File: src/rtl/ripple_ctr_sampler.sv
// ripple_ctr_sampler
// Consumer stage for an asynchronous ripple counter. The skewed count is
// synchronized into the clk_i domain. A value is accepted only after it has
// held for a full cycle. Modulo deltas between accepted values are summed
// into a wide accumulator. A valid/ready snapshot port gives downstream logic
// a coherent copy of that accumulator.

module ripple_ctr_sampler #(
  parameter int Width      = 4,
  parameter int AccWidth   = 16,
  parameter int SyncStages = 2
) (
  input  logic                clk_i,
  input  logic                rst_i,
  input  logic [Width-1:0]    cnt_i,
  input  logic                clear_i,
  input  logic                snap_req_i,
  input  logic                snap_ready_i,
  output logic                snap_valid_o,
  output logic [AccWidth-1:0] snap_o,
  output logic [AccWidth-1:0] acc_o,
  output logic                stable_o,
  output logic                overrun_o
);

  localparam logic [0:0] IDLE = 1'b0;
  localparam logic [0:0] HOLD = 1'b1;

  logic [Width-1:0]    sync_q [SyncStages];
  logic [Width-1:0]    s;
  logic [Width-1:0]    prev;
  logic [Width-1:0]    base;
  logic                primed;
  logic                accept;
  logic [Width-1:0]    diff;
  logic [AccWidth-1:0] delta;
  logic [AccWidth-1:0] acc_next;
  logic [0:0]          state;

  assign s = sync_q[SyncStages-1];

  // Multi-flop synchronizer chain that brings the ripple count into clk_i
  always_ff @(posedge clk_i) begin
    if (rst_i) begin
      for (int i = 0; i < SyncStages; i++) begin
        sync_q[i] <= '0;
      end
    end else begin
      sync_q[0] <= cnt_i;
      for (int i = 1; i < SyncStages; i++) begin
        sync_q[i] <= sync_q[i-1];
      end
    end
  end

  // One-cycle history of the synchronized value, used to detect stability
  always_ff @(posedge clk_i) begin
    if (rst_i) begin
      prev <= '0;
    end else begin
      prev <= s;
    end
  end

  assign stable_o = (s == prev);
  assign accept   = stable_o && (!primed || (s != base));

  // Delta is taken modulo 2^Width so that counter wrap-around adds correctly
  always_comb begin
    diff     = s - base;
    delta    = AccWidth'(diff);
    acc_next = acc_o;
    if (clear_i) begin
      acc_next = '0;
    end else if (accept && primed) begin
      acc_next = acc_o + delta;
    end
  end

  // Baseline tracking and accumulation. The first accept only primes the baseline.
  always_ff @(posedge clk_i) begin
    if (rst_i) begin
      base   <= '0;
      primed <= 1'b0;
      acc_o  <= '0;
    end else begin
      acc_o <= acc_next;
      if (accept) begin
        base   <= s;
        primed <= 1'b1;
      end
    end
  end

  // Snapshot handshake. The capture uses the post-edge accumulator value.
  always_ff @(posedge clk_i) begin
    if (rst_i) begin
      state        <= IDLE;
      snap_o       <= '0;
      snap_valid_o <= 1'b0;
      overrun_o    <= 1'b0;
    end else begin
      overrun_o <= 1'b0;
      case (state)
        IDLE: begin
          if (snap_req_i) begin
            snap_o       <= acc_next;
            snap_valid_o <= 1'b1;
            state        <= HOLD;
          end
        end
        HOLD: begin
          if (snap_req_i) begin
            overrun_o <= 1'b1;
          end
          if (snap_ready_i) begin
            snap_valid_o <= 1'b0;
            state        <= IDLE;
          end
        end
        default: begin
          state        <= IDLE;
          snap_valid_o <= 1'b0;
        end
      endcase
    end
  end

endmodule

File: config.mk
export PLATFORM = sky130hd
export DESIGN_NAME = ripple_ctr_sampler
export DESIGN_NICKNAME = d
export VERILOG_FILES = /design/src/rtl/ripple_ctr_sampler.sv
export SDC_FILE = /design/constraint.sdc
export NUM_CORES = 1
export LEC_CHECK = 0
export CAP_MARGIN = 25
export CORE_AREA = 2 2 71 73
export DETAILED_ROUTE_END_ITERATION = 12
export DIE_AREA = 0 0 73 75
export HOLD_SLACK_MARGIN = 0.02
export PLACE_DENSITY = 0.81
export SLEW_MARGIN = 20
export SYNTH_ARGS = -nofsm -noshare
export SYNTH_HDL_FRONTEND = slang
export SYNTH_SLANG_ARGS = --single-unit
File: constraint.sdc
create_clock -name clk_i -period 3.5 [get_ports clk_i]
set_clock_uncertainty 0.1 [all_clocks]
set_input_delay 0.7 -clock clk_i [delete_from_list [all_inputs] [get_ports clk_i]]
set_output_delay 0.7 -clock clk_i [all_outputs]
set_load 0.01 [all_outputs]
# Yosys cells after proc, flatten, opt, wreduce, memory -nomap -nowiden

Memories as Yosys holds them, arrays and structs flattened.
Index checks and enable logic that the tools add are counted.

Add/sub/neg operators: 2
Equal/unequal tests: 4
Multiplexer cells: 13
Bitwise gates (word level): 3
Reductions and logical operators: 7

Operator list:

| cell                                  | count |
|---|---|
| two-way mux 16 bit                    | 2 |
| adder 16 x 4 -> 16 bit                | 1 |
| two-way mux 4 bit                     | 2 |
| two-way mux 1 bit                     | 7 |
| equality test 4 bit                   | 1 |
| != test 2 bit (second input constant) | 2 |
| != test 4 bit                         | 1 |
| one-hot mux 1 bit (2 select lines)    | 2 |
| AND reduction 2 bit                   | 2 |
| subtractor 4 bit                      | 1 |
| logical AND 1 bit                     | 2 |
| OR 1 bit                              | 2 |
| OR reduction 2 bit                    | 1 |
| logical NOT 1 bit                     | 1 |
| logical OR 1 bit                      | 1 |
| inverter 1 bit                        | 1 |

Flip-flop bits (word level): 44
RAM bits: 8
Input port bits: 9
Output and inout port bits: 35
Word-level logic and storage cells: 38
Memories kept: 1

Memory list:

| name   | words | width | read ports | clocked after memory_dff | write ports | RTL line | RTL |
|---|---|---|---|---|---|---|---|
| sync_q | 2     | 4     | 2          | 0                        | 2           | 29       | `logic [Width-1:0] sync_q [SyncStages];` |

# Depth between registers and ports, before layout

Gate-level depths: netlist (run 1).
An unclocked memory read counts as a cell.

Depth in word-level cells: 7
Gate-level depth with buffers: 12
Gate-level depth less buffers: 12

# Worst setup path before layout (run 1)

Ideal clock, no wire load.

Path kind: reg-to-reg
From: memory sync_q[1][0] (netlist: sync_q[0][4])
To: register snap_o[14]
Setup time: 0.062 ns
Data arrival time: 2.657 ns
Setup slack: 0.682 ns
Cell stages (with the launch flop): 12
Clock period less this slack: 2.818 ns
Cell sequence: dfxtp_1 > inv_1 > ha_1 > inv_1 > fa_1 > inv_1 > fa_1 > nand3b_1 > a21o_1 > or2_2 > or4_1 > nand3_1

RTL lines:

| what                   | RTL line | RTL |
|---|---|---|
| start: declaration     | 29       |  |
| end signal: assignment | 107      | `snap_o <= acc_next;` |
| end: declaration       | 20       | `output logic [AccWidth-1:0] snap_o,` |

==> flow_summary.ini, run 1 <==
[status]
outcome = completed

[global_route]
grt_usage_pct = 18.5
antenna_found_initial = 0
grt.overflow.total = 0
grt_max_degree = 24
grt_pass1_wl_mm = 7.98
grt_pass1_vias = 1767

[critical_path]
cp-start-kind = flip-flop
worstSetupPathType = reg -> reg
slowest_stage = nor4_1
r2r_cells = 11
r2r-start = sync_q[0][5]
path_max_fanout = 9
r2r-end = snap_o[13]
path_cells = ha_1, a21o_1, a21oi_1, xor2_1, ha_1, a21o_1, a31oi_1, buf_4, nor4_1, nor4bb_1, a211o_1
cp.arrival_ns = 3.08
path_buf_inv = 1
reg2reg_slack_ns = 0.52
startpoint = sync_q[0][5]
cp_slowest_stage_delay_ns = 0.51
crit_cells = 11
crit_family = compound AO/OA/AOI/OAI gates
required_ns = 3.60
setup.worst_path.end_class = flip-flop

[sta]
max_freq_mhz = 336
fin_setup_tns_ns = 0
setup_viol = 0
layout_min_cycle_time_ns = 2.98
whs_ns = 0.346
period_share_pct = 85.1
slew_viol_final = 0
hold_viol = 0
max-slew-margin-rel_pct = 60.1
rsz0062_at_grt = no
worstMarginPinSlew_ns = 0.593
setup_ws_ns = 0.521

[finish]
final_core_util_pct = 61.6
drive_gt1_share_pct = 5.72
final.fill_count = 410
nNetsFinal = 315
synthToLayoutAreaGrowth_pct = 24.6
n_antenna_cell = 0
final_area_um2 = 2870
final_cells = 351

[cts]
clockRootBuffer = clkbuf_8
cts_buffers = 5
cts_tree = built
post-cts-setup-buffers = 0
cts_resized = 0
clock_latency_ns = 0.30
numClockSinks = 52
h-tree-depth = 2
clockBufferDepth = 2
clk_pin_slew_ns = 0.09
ctsHoldBuffers = 0

[die]
coreArea_um2 = 4660
die_area_um2 = 5480
dieHeight_um = 75
die_w_um = 73
placementRows = 25
initial_core_util_pct = 49.4
io_pins = 44

[logic_synthesis]
ys_types = 41
synth_area_leader_cell = dfxtp_1
synth-seq-area-share_pct = 45.2
synthArstFlopShare_pct = 0
syn_nets = 272
synth_top_area_share_pct = 45.2
syn-instance-count = 253
netlist_area_um2 = 2300
yosysWarningCount = 0
synth_flop_cell = dfxtp_1
ys_top_cells_by_area = dfxtp_1 45%, xnor2_1 5.3%, ha_1 4.3%
synth_edf_count = 0
ys_ff_latch = 52
avgSynthCellArea_um2 = 9.11

[power_and_ir_drop]
intPower_mw = 0.807
clockPowerShare_pct = 30.9
p_switching_mw = 0.269
total_leakage_power_nw = 1.08
power_mw = 1.08
powerDensity_nw_per_um2 = 375
combinationalPowerShare_pct = 12.2
seqPwrFrac_pct = 56.9
switching_share_pct = 25.0
ir_drop_mv = 0.300

[place]
dp_cells = 343
post-place-ws_ns = 0.554
detailed_place.area_um2 = 2790
io_buffers = 43
dpl.hpwl_mm = 3.36
gp_congestion = 0.884

[detailed_routing]
routed.top_layer = met4
vias_per_cell = 5.43
drtIter0Drc = 79
wl_per_cell_um = 13.5
drc = 0
met1_length_mm = 2.18
finalWirelength_mm = 4.74
vias = 1906
wl_met3_um = 273
ant_nets = 0
wl_met2_mm = 2.21
firstDrtPassIters = 4

[run]
maxCapViolCount = 0

[worst_hold_path]
worstHoldPathCells = 1
hold_path_end = sync_q[0][7]
min_from = sync_q[0][3]
hp-class = reg -> reg
## flip-flops by register name (all words and copies together) (netlist names)
name,count
overrun_o,1
primed,1
acc_o,16
prev,4
sync_q,8
state,1
snap_o,16
snap_valid_o,1
base,4
## Yosys cell counts, types with 2 or more instances
library cell,number
xnor2_1,14
clkbuf_1,11
nor2_1,22
inv_1,14
a211o_1,2
and3_1,3
o31ai_1,2
o21ai_0,12
ha_1,8
or4_1,3
and4_1,2
nand3_1,7
nor4_1,10
dfxtp_1,52
xor2_1,3
nor3_1,3
a32o_1,2
or2_2,4
mux2i_1,7
nand2_1,20
nand2b_1,2
and3b_1,2
a21oi_1,14
nor2b_1,12
a21o_1,4
fa_1,2
nor4bb_1,2
## cells by family (layout without fill, tap and decap cells)
family	count (synthesis)	count (layout)	synth area share (%)
fa+ha+maj	10	10	6.08
mux	7	7	3.04
compound gates	42	42	11.2
flops	52	52	45.2
xor+xnor	18	18	7.17
buf+inv	26	70	4.56
simple gates	98	98	22.7
## final cells by class
| cell class | instances | area [um^2] | share of cell area [%] |
|---|---|---|---|
| clock buffers | 7 | 76.3 | 2.66 |
| clock inverters | 1 | 8.76 | 0.305 |
| inverters | 14 | 52.6 | 1.83 |
| multi-input cells | 175 | 1160 | 40.3 |
| flip-flops and latches | 52 | 1040 | 36.2 |
| well taps | 54 | 67.6 | 2.35 |
| repair buffers | 48 | 468 | 16.3 |
## per-layer routing
| metal | up-vias | GRT usage [%] |
|---|---|---|
| met5 | - | 0 |
| met4 | 0 | 6.38 |
| met3 | 9 | 4.55 |
| met2 | 57 | 29.7 |
| met1 | 889 | 24.5 |
| li1 | 951 | - |
## cells in the final DEF (no fill, tap or decap), drive strengths merged, types with 3 or more instances in the layout
cell type      count
nor2              22
a21oi             14
nand3              7
xor2               4
inv               14
o21ai             13
nand2             20
and3               3
clkbuf             7
xnor2             14
nor2b             12
or2                5
buf                5
dfxtp             52
a21o               4
nor3               3
ha                 8
mux2i              7
or4                3
nor4              10
clkdlybuf4s50     43
## power groups by stage
stage | registers (mW) | logic (mW) | clock network [mW]
CTS | 0.613 | 0.132 | 0.339
global placement | 0.627 | 0.129 | 0
global route | 0.615 | 0.146 | 0.357
floorplan | 0.627 | 0.0875 | 0
detailed placement | 0.627 | 0.131 | 0
finish | 0.613 | 0.131 | 0.332
## how the worst max path moves through the flow
| stage | end | slack [ns] |
|---|---|---|
| 2_1_floorplan | snap_o[14] | 0.68 |
| 3_3_place_gp | snap_o[14] | 0.59 |
| 3_5_place_dp | snap_o[14] | 0.55 |
| 4_1_cts | snap_o[14] | 0.54 |
| 5_1_grt | acc_o[14] | 0.33 |
| 6_report | snap_o[13] | 0.52 |
Note: power is estimated with default switching activity, not from simulation.
==> inputs of run 2 (changes only) <==
GPL_ROUTABILITY_DRIVEN = 0   (was default)
==> results of run 2 <==
Final layout, timing and power as in run 1 (identical DEF).
==> inputs of run 3 (changes only) <==
SKIP_CTS_REPAIR_TIMING = 1   (was default)
==> results of run 3 <==
Final layout, timing and power as in run 1 (identical DEF).
